## config.mk

```make
export PLATFORM = sky130hd
export DESIGN_NAME = multicore_run_ctrl
export DESIGN_NICKNAME = d
export VERILOG_FILES = /design/src/rtl/multicore_run_ctrl.sv
export SDC_FILE = /design/constraint.sdc
export NUM_CORES = 1
export LEC_CHECK = 0
export CORE_UTILIZATION = 45
export DETAILED_ROUTE_END_ITERATION = 10
export MAX_ROUTING_LAYER = met4
export PLACE_DENSITY = 0.77
export SYNTH_ARGS = -nofsm -noshare
export SYNTH_HDL_FRONTEND = slang
export SYNTH_SLANG_ARGS = --single-unit
```

## constraint.sdc

```tcl
create_clock -name clk2 -period 3.1 [get_ports clk2]
set_clock_uncertainty 0.2 [all_clocks]
set_input_delay 0.465 -clock clk2 [delete_from_list [all_inputs] [get_ports clk2]]
set_output_delay 0.465 -clock clk2 [all_outputs]
set_load 0.02 [all_outputs]
```

## src/rtl/multicore_run_ctrl.sv

```systemverilog
// Run controller for an N-core array.
// Pulses the core reset and enables the cores.
// Latches each core's end-of-program flag together with its final bus value and Z flag.
// Counts run cycles and finishes in DONE (all cores ended) or TMO (watchdog expired).
module multicore_run_ctrl #(
  parameter int NUM_CORES  = 4,
  parameter int DATA_W     = 24,
  parameter int CYC_W      = 32,
  parameter int RST_CYCLES = 2,
  parameter int TIMEOUT    = 1000000
) (
  input  logic                          clk2,
  input  logic                          controlRST,
  input  logic                          clock_en,
  input  logic [NUM_CORES-1:0]          core_endp,
  input  logic [NUM_CORES-1:0]          core_zout,
  input  logic [NUM_CORES*DATA_W-1:0]   core_bus,
  input  logic [3:0]                    rd_sel,
  output logic                          core_rst,
  output logic [NUM_CORES-1:0]          core_en,
  output logic                          busy,
  output logic                          done,
  output logic                          timeout,
  output logic [NUM_CORES-1:0]          end_mask,
  output logic [CYC_W-1:0]              cycle_count,
  output logic [DATA_W-1:0]             rd_data,
  output logic                          rd_z
);

  typedef enum logic [2:0] {
    S_IDLE,
    S_RESET,
    S_RUN,
    S_DONE,
    S_TMO
  } state_e;

  localparam int             RCW      = (RST_CYCLES > 1) ? $clog2(RST_CYCLES) : 1;
  localparam logic [RCW-1:0] RST_LAST = RCW'(RST_CYCLES - 1);
  localparam logic [CYC_W-1:0] TMO_VAL = CYC_W'(TIMEOUT);

  state_e                            state_q, state_d;
  logic                              en_q;
  logic [RCW-1:0]                    rst_cnt_q, rst_cnt_d;
  logic                              core_rst_q, core_rst_d;
  logic [NUM_CORES-1:0]              core_en_q, core_en_d;
  logic                              busy_q, busy_d;
  logic                              done_q, done_d;
  logic                              timeout_q, timeout_d;
  logic [NUM_CORES-1:0]              end_mask_q, end_mask_d;
  logic [CYC_W-1:0]                  cycle_count_q, cycle_count_d;
  logic [NUM_CORES-1:0][DATA_W-1:0]  res_q, res_d;
  logic [NUM_CORES-1:0]              zr_q, zr_d;

  logic                              start;
  logic [NUM_CORES-1:0]              new_end;
  logic [CYC_W-1:0]                  cnt_inc;

  assign start   = clock_en & ~en_q;
  assign cnt_inc = (&cycle_count_q) ? cycle_count_q : cycle_count_q + CYC_W'(1);

  // Register every piece of state; synchronous reset wins over everything.
  always_ff @(posedge clk2) begin
    // NOTE: sequential state uses non-blocking assignments so all registers update together.
    if (controlRST) begin
      state_q       <= S_IDLE;
      // The run-request copy tracks the input even in reset, so a request that is already
      // high when reset releases is not mistaken for a rising edge.
      en_q          <= clock_en;
      rst_cnt_q     <= '0;
      core_rst_q    <= 1'b0;
      core_en_q     <= '0;
      busy_q        <= 1'b0;
      done_q        <= 1'b0;
      timeout_q     <= 1'b0;
      end_mask_q    <= '0;
      cycle_count_q <= '0;
      // NOTE: the capture arrays are reset as well, so a read after reset returns zeros
      // rather than the results of an aborted run.
      res_q         <= '0;
      zr_q          <= '0;
    end else begin
      state_q       <= state_d;
      en_q          <= clock_en;
      rst_cnt_q     <= rst_cnt_d;
      core_rst_q    <= core_rst_d;
      core_en_q     <= core_en_d;
      busy_q        <= busy_d;
      done_q        <= done_d;
      timeout_q     <= timeout_d;
      end_mask_q    <= end_mask_d;
      cycle_count_q <= cycle_count_d;
      res_q         <= res_d;
      zr_q          <= zr_d;
    end
  end

  // Next-state and registered-output logic for the run sequence.
  always_comb begin
    // NOTE: every target gets a default first, so no path can infer a latch.
    state_d       = state_q;
    rst_cnt_d     = rst_cnt_q;
    core_rst_d    = core_rst_q;
    core_en_d     = core_en_q;
    busy_d        = busy_q;
    done_d        = done_q;
    timeout_d     = timeout_q;
    end_mask_d    = end_mask_q;
    cycle_count_d = cycle_count_q;
    res_d         = res_q;
    zr_d          = zr_q;
    new_end       = '0;

    case (state_q)
      S_IDLE: begin
        core_rst_d = 1'b0;
        core_en_d  = '0;
        busy_d     = 1'b0;
        done_d     = 1'b0;
        timeout_d  = 1'b0;
        if (start) begin
          state_d       = S_RESET;
          core_rst_d    = 1'b1;
          busy_d        = 1'b1;
          rst_cnt_d     = '0;
          end_mask_d    = '0;
          cycle_count_d = '0;
          res_d         = '0;
          zr_d          = '0;
        end
      end

      S_RESET: begin
        core_en_d = '0;
        if (rst_cnt_q == RST_LAST) begin
          state_d    = S_RUN;
          core_rst_d = 1'b0;
          core_en_d  = {NUM_CORES{clock_en}};
        end else begin
          rst_cnt_d = rst_cnt_q + RCW'(1);
        end
      end

      S_RUN: begin
        // Only the first end-of-program pulse of each core is captured.
        new_end    = core_endp & ~end_mask_q;
        end_mask_d = end_mask_q | new_end;
        for (int i = 0; i < NUM_CORES; i++) begin
          if (new_end[i]) begin
            res_d[i] = core_bus[i*DATA_W +: DATA_W];
            zr_d[i]  = core_zout[i];
          end
        end
        if (clock_en) begin
          cycle_count_d = cnt_inc;
        end
        core_en_d = {NUM_CORES{clock_en}} & ~end_mask_d;
        // Completion outranks the watchdog when both occur on the same cycle.
        if (&end_mask_d) begin
          state_d   = S_DONE;
          done_d    = 1'b1;
          busy_d    = 1'b0;
          core_en_d = '0;
        end else if ((TIMEOUT != 0) && clock_en && (cnt_inc == TMO_VAL)) begin
          state_d   = S_TMO;
          timeout_d = 1'b1;
          busy_d    = 1'b0;
          core_en_d = '0;
        end
      end

      S_DONE, S_TMO: begin
        core_en_d = '0;
        if (!clock_en) begin
          state_d   = S_IDLE;
          done_d    = 1'b0;
          timeout_d = 1'b0;
        end
      end

      default: begin
        state_d = S_IDLE;
      end
    endcase
  end

  // Combinational readback of the captured results; out-of-range indices read zero.
  always_comb begin
    rd_data = '0;
    rd_z    = 1'b0;
    for (int i = 0; i < NUM_CORES; i++) begin
      if (rd_sel == 4'(i)) begin
        rd_data = res_q[i];
        rd_z    = zr_q[i];
      end
    end
  end

  assign core_rst    = core_rst_q;
  assign core_en     = core_en_q;
  assign busy        = busy_q;
  assign done        = done_q;
  assign timeout     = timeout_q;
  assign end_mask    = end_mask_q;
  assign cycle_count = cycle_count_q;

endmodule
```

==> results of run 1 <==
[power by group through the flow]
| stage | Sequential, uW | Clock [uW] | Combinational [uW] |
|---|---|---|---|
| final | 2030 | 2040 | 817 |
| after global routing | 2030 | 2160 | 872 |
| after CTS | 2020 | 2060 | 810 |
| after detailed placement | 2070 | 0 | 805 |
| after global placement | 2060 | 0 | 800 |
| after floorplan | 2060 | 0 | 435 |
[logic make-up (layout without fill, tap and decap cells)]
family | count (synthesis) | in the layout
adder cells (fa/ha/maj) | 1 | 1
XOR/XNOR | 11 | 11
buffers and inverters | 89 | 291
multiplexers | 30 | 30
flip-flops | 149 | 149
AO/OA/AOI/OAI | 232 | 232
other | 0 | 3
AND/OR/NAND/NOR | 429 | 429
[layout by cell type, fill, tap and decap left out, drive strengths merged, types with 7 or more instances in the layout]
cell type	count
clkdlybuf4s50	166
dfxtp	149
nand2	147
a21oi	134
nand3	120
buf	75
nor2	49
o21ai	32
nor2b	26
mux4	25
clkbuf	18
nand4	17
a311oi	13
and3	11
dlymetal6s2s	11
nor3	11
nor4	10
inv	10
o22ai	9
a22oi	7
xnor2	7
or4	7
[repair_timing]
item / in CTS / in global routing
pin swaps: 0 / 0
endpoints found under the hold margin: 0 / 0
endpoints found under the setup margin: 1 / 17
resized for setup: 1 / 17
cloned: 0 / 0
[layer usage]
layer / track usage, % / vias to the layer above / share of wire [%]
met3: 5.478 / 55 / 7.9
li1: - / 3795 / -
met4: 12.60 / 0 / 2.8
met1: 37.72 / 3776 / 42
met2: 47.03 / 419 / 48
met5: - / - / 0
[metrics by stage]
step / std cells / hold slack (ns)
after CTS: 1363 / 0.2519
final: 1366 / 0.2506
after floorplan: 941 / 0.2287
after global placement: 1331 / 0.2351
after global routing: 1366 / 0.2666
after detailed placement: 1331 / 0.2416
[worst max-delay path: cells and delay by family]
| family | cells | cell delay, ns |
|---|---|---|
| buffers and inverters | 3 | 1.29 |
| muxes | 1 | 0.49 |
| and+or+nand+nor | 1 | 0.14 |
[final cells by class]
class | instances | area (sq um) | share of cell area (%)
sequential | 149 | 2984 | 28.33
clock inverter | 14 | 148.9 | 1.413
antenna | 3 | 7.507 | 0.07126
tap | 220 | 275.3 | 2.613
clock buffer | 18 | 439.2 | 4.169
timing repair buffer | 253 | 2412 | 22.90
inverter | 6 | 22.52 | 0.2138
multi-input combinational | 703 | 4245 | 40.30
[registers in the layout, indices dropped and copies added, names as in the netlist]
signal,count
busy,1
core_en,4
core_rst,1
cycle_count,32
done,1
en_q,1
end_mask,4
res_q,96
rst_cnt_q,1
state_q,3
timeout,1
zr_q,4
[path summary, 6_finish.rpt]
kind                                startpoint           to  depth (start not counted)
worst max-delay path                 rd_sel[0]  rd_data[18]                          5
worst min-delay path                 res_q[10]    res_q[10]                          2
worst max register to register  cycle_count[1]   core_en[2]                          9
worst min register to register       res_q[10]    res_q[10]                          2
==> results.cfg, run 1 <==
[outcome]
status = finished clean

[critical_path]
path_cells = clkdlybuf4s50_1, buf_6, mux4_2, nor2b_1, clkdlybuf4s50_1
critical_path_arrival_ns = 2.39
critical_path.max_stage_delay_ns = 0.55
worst-setup-path-type = primary input to primary output
worstSetupEndpointType = primary output
rrSetupSlack_ns = 0.15
worstPathRequired_ns = 2.43
critPathSlowestCell = clkdlybuf4s50_1
critPathMaxFanout = 8
crit_path_frequent_cell = clkdlybuf4s50_1
start_kind = primary input

[pwr]
p_clk_share_pct = 41.8
ir_drop_mv = 0.4396
p_int_uw = 3443
combPwrFrac_pct = 16.7
seq_power_share_pct = 41.4
p_sw_uw = 1444
switching_share_pct = 29.55
power_per_cell_area_nw_per_um2 = 463.9
p_leak_uw = 0.003717
total_power_uw = 4887

[global_route]
groute.usage.overall_pct = 29.91
grt_pass1_vias = 7483
antenna_found_initial = 3
grt_max_degree = 79
grt_overflow = 0
grt_first_pass_wirelength_um = 39670

[timing]
fmax_mhz = 327.1
finalSetupViolCount = 0
period_needed_ns = 3.057
period_share_pct = 98.63
maxSlewHeadroom_pct = 46.36
tightest_slew_ns = 0.8047
tns_ns = 0
maxSlewViolCount = 0
rsz0062_at_grt = false
setup_ws_ns = 0.04254
hold_viol = 0

[flow_run]
maxCapViolCount = 0

[synth]
yosys_warnings = 0
yosysMostFrequentCell = dfxtp_1
ys_async_sr_fraction_pct = 0
synth-compound-area-share_pct = 18.02
synth_area_leaders = dfxtp_1 (39%), a21oi_1 (8.9%), nand3_1 (7.9%)
avgSynthCellArea_sq_um = 8.027
synth_top_area_share_pct = 39.49
synth_top_area_cell = dfxtp_1
synthCells = 941
synth_mux_area_share_pct = 8.150
synth_xor_area_share_pct = 1.275
synth-simple-area-share_pct = 28.19
synth_top_family_by_area = simple AND/OR/NAND/NOR gates
synth_edf_count = 0
ys_types = 63
synthAdderAreaFrac_pct = 0.1656
syn_area_sq_um = 7553
ys_seq_area_share_pct = 39.49
synthTopCellsByCount = dfxtp_1 (149), nand2_1 (147), a21oi_1 (134)
synthFlopType = dfxtp_1
ys_seq_elements = 149
synth_fp_nets = 1053

[cells_and_area]
fillers = 1436
stdcell_area_sq_um = 10540
nNetsFinal = 1242
layout-drive-gt1-share_pct = 13.39
areaGrowthSynthToFinish_pct = 39.47
final_util_pct = 63.98

[die]
dieWidth_um = 131.6
fp.dieArea_sq_um = 17310
core.rowCount = 47
core_sq_um = 16470
die_y_um = 131.6
start_util_pct = 45.87
io_pins = 180

[placement]
preCtsSetupSlack_ns = -0.002193
dp_hpwl_um = 17480
place_area_sq_um = 9897
portBuffers = 179
gp_congestion = 0.9771

[clock_tree]
clock-sinks = 149
cts_setup_buffers = 0
clock_latency_ns = 0.43
clk_pin_slew_ns = 0.07
hold_buffers = 0
htree_levels = 4
clockBufferDepth = 2
clock-root-buffer = clkbuf_16
cts_tree = built
cts_buffers = 17

[routing]
wl_per_cell_um = 18.51
drc = 0
post_drt_via_cell_ratio = 5.889
drt-total-wl_um = 25280
routed-via-count = 8045
first_pass_iters = 6
ant_nets = 0
drtIter0Drc = 831

[hold_path]
hold_path.class = flip-flop to flip-flop
Note: power is estimated with default switching activity, not from simulation.
==> run 2, diff against run 1 <==
Settings changed: PLACE_DENSITY 0.77 to 0.74.
Clock period 3.1 ns to 3.94 ns, I/O delays scaled along.
==> results.cfg, run 2 (synthesis results as in run 1) <==
[outcome]
status = finished clean

[global_route]
grt_overflow = 0
grt_first_pass_wirelength_um = 39130
grt_max_degree = 103
groute.usage.overall_pct = 29.43
grt_pass1_vias = 7306
antenna_found_initial = 1

[pwr]
total_power_uw = 4051
seq_power_share_pct = 39.4
switching_share_pct = 26.91
ir_drop_mv = 0.3538
p_leak_uw = 0.003298
p_int_uw = 2960
combPwrFrac_pct = 15.6
p_clk_share_pct = 45.1
p_sw_uw = 1090
power_per_cell_area_nw_per_um2 = 397.0

[critical_path]
crit_start = cycle_count[0]
worstSetupEndpointType = flip-flop
crit-reg2reg-launch = cycle_count[0]
critical_path_arrival_ns = 3.68
critPathSlowestCell = or4_4
critPathMaxFanout = 10
path_cells = ha_1, nand3_1, or4_4, nor4_4, o311ai_0, o31a_1, nor4_1, and4_1, o22ai_1
critical_path.max_stage_delay_ns = 0.59
start_kind = flip-flop
worst-setup-path-type = flip-flop to flip-flop
worstPathRequired_ns = 4.03

[timing]
rsz0062_at_grt = false
period_needed_ns = 3.584
maxSlewViolCount = 0
tns_ns = 0
period_share_pct = 90.95
finalSetupViolCount = 0
maxSlewHeadroom_pct = 29.40
tightest_slew_ns = 1.059
hold_viol = 0
fmax_mhz = 279.1

[routing]
drtIter0Drc = 644
first_pass_iters = 6
wl_per_cell_um = 18.69
drc = 0
drt-total-wl_um = 24620
ant_nets = 0
post_drt_via_cell_ratio = 5.940
routed-via-count = 7823

[cells_and_area]
nNetsFinal = 1195
regMostFlops = res_q
final_cell_mix = clkdlybuf4s50_1 (178), dfxtp_1 (149), nand2_1 (147)
areaGrowthSynthToFinish_pct = 35.07
largest_reg_flops = 96
fillers = 1462
final_common_cell = clkdlybuf4s50_1
layout-drive-gt1-share_pct = 9.124

[placement]
gp_congestion = 0.9334
portBuffers = 179
dp_hpwl_um = 16480

[die]
fp.dieArea_sq_um = 17310
die_y_um = 131.6
start_util_pct = 45.87
core.rowCount = 47
core_sq_um = 16470
io_pins = 180
dieWidth_um = 131.6

[clock_tree]
clockBufferDepth = 2
hold_buffers = 0
clock-sinks = 149
cts_setup_buffers = 0
clock_latency_ns = 0.43
cts_tree = built
cts_buffers = 17
htree_levels = 4
clk_pin_slew_ns = 0.06
clock-root-buffer = clkbuf_16
ctsResizeCount = 0

[hold_path]
hold_path.class = flip-flop to flip-flop
worstHoldStart = res_q[7]

[flow_run]
maxCapViolCount = 0
[run 2: cell types whose count changed in the layout (fill, tap and decap cells not counted), sizes merged]
| cell | delta |
|---|---|
| buf | -47 |
| clkdlybuf4s50 | +12 |
| dlymetal6s2s | -11 |
| bufinv | +4 |
| clkbuf | +3 |
| inv | -3 |
| clkinv | -2 |
| clkinvlp | -2 |
| diode | -2 |
| dlygate4sd2 | -1 |
[run 2: worst paths after layout]
kind,endpoint,slack [ns],cells after the start
setup reg to reg,core_en[2],0.36,9
hold / removal,res_q[7],0.25,2
hold reg to reg,res_q[7],0.25,2
setup / recovery,core_en[2],0.36,9
[run 2: critical path, delay by kind of cell, from the launching register on]
family          cells  cell delay (ns)
simple gates        5             2.06
compound gates      3             0.49
flops               1             0.43
fa+ha+maj           1             0.26
[run 2: metrics by stage]
stage / cell area, sq um / cells / utilization, % / hold slack, ns / setup WS, ns
after floorplan: 7553 / 941 / - / 0.2287 / 0.8194
after global placement: 9543 / 1284 / 57.96 / 0.2361 / 0.4625
after detailed placement: 9543 / 1284 / 57.96 / 0.2430 / 0.4294
after CTS: 10200 / 1316 / 61.95 / 0.2511 / 0.4182
after global routing: 10200 / 1317 / 61.96 / 0.2604 / 0.1593
final: 10200 / 1317 / 61.96 / 0.2491 / 0.3564
[run 2: layer usage]
metal	part of all wire, %	up-vias	routed length [um]	global-route usage, %
met4	2.3	0	564	9.884
met3	7.6	53	1863	6.520
met2	48	351	11730	45.91
met5	0	-	0	-
li1	-	3706	-	-
met1	42	3713	10460	37.63
[run 2: area by class of cell]
| class | instances | area (sq um) | share of cell area [%] |
|---|---|---|---|
| Antenna cell | 1 | 2.502 | 0.02453 |
| Clock buffer | 21 | 460.4 | 4.513 |
| Clock inverter | 11 | 196.4 | 1.925 |
| Inverter | 6 | 22.52 | 0.2208 |
| Multi-Input combinational cell | 703 | 4233 | 41.49 |
| Sequential cell | 149 | 2983 | 29.24 |
| Tap cell | 220 | 275.3 | 2.698 |
| Timing Repair Buffer | 206 | 2029 | 19.89 |
[run 2: power groups by stage]
stage	logic (uW)	clock network (uW)	registers, uW
detailed placement	625	0	1630
CTS	630	1840	1590
global placement	622	0	1630
floorplan	342	0	1620
finish	631	1830	1590
global route	679	1920	1600
==> run 3, diff against run 2 <==
Settings changed: SKIP_LAST_GASP from default to 1.
==> results of run 3 <==
Final layout, timing and power as in run 2 (identical DEF).
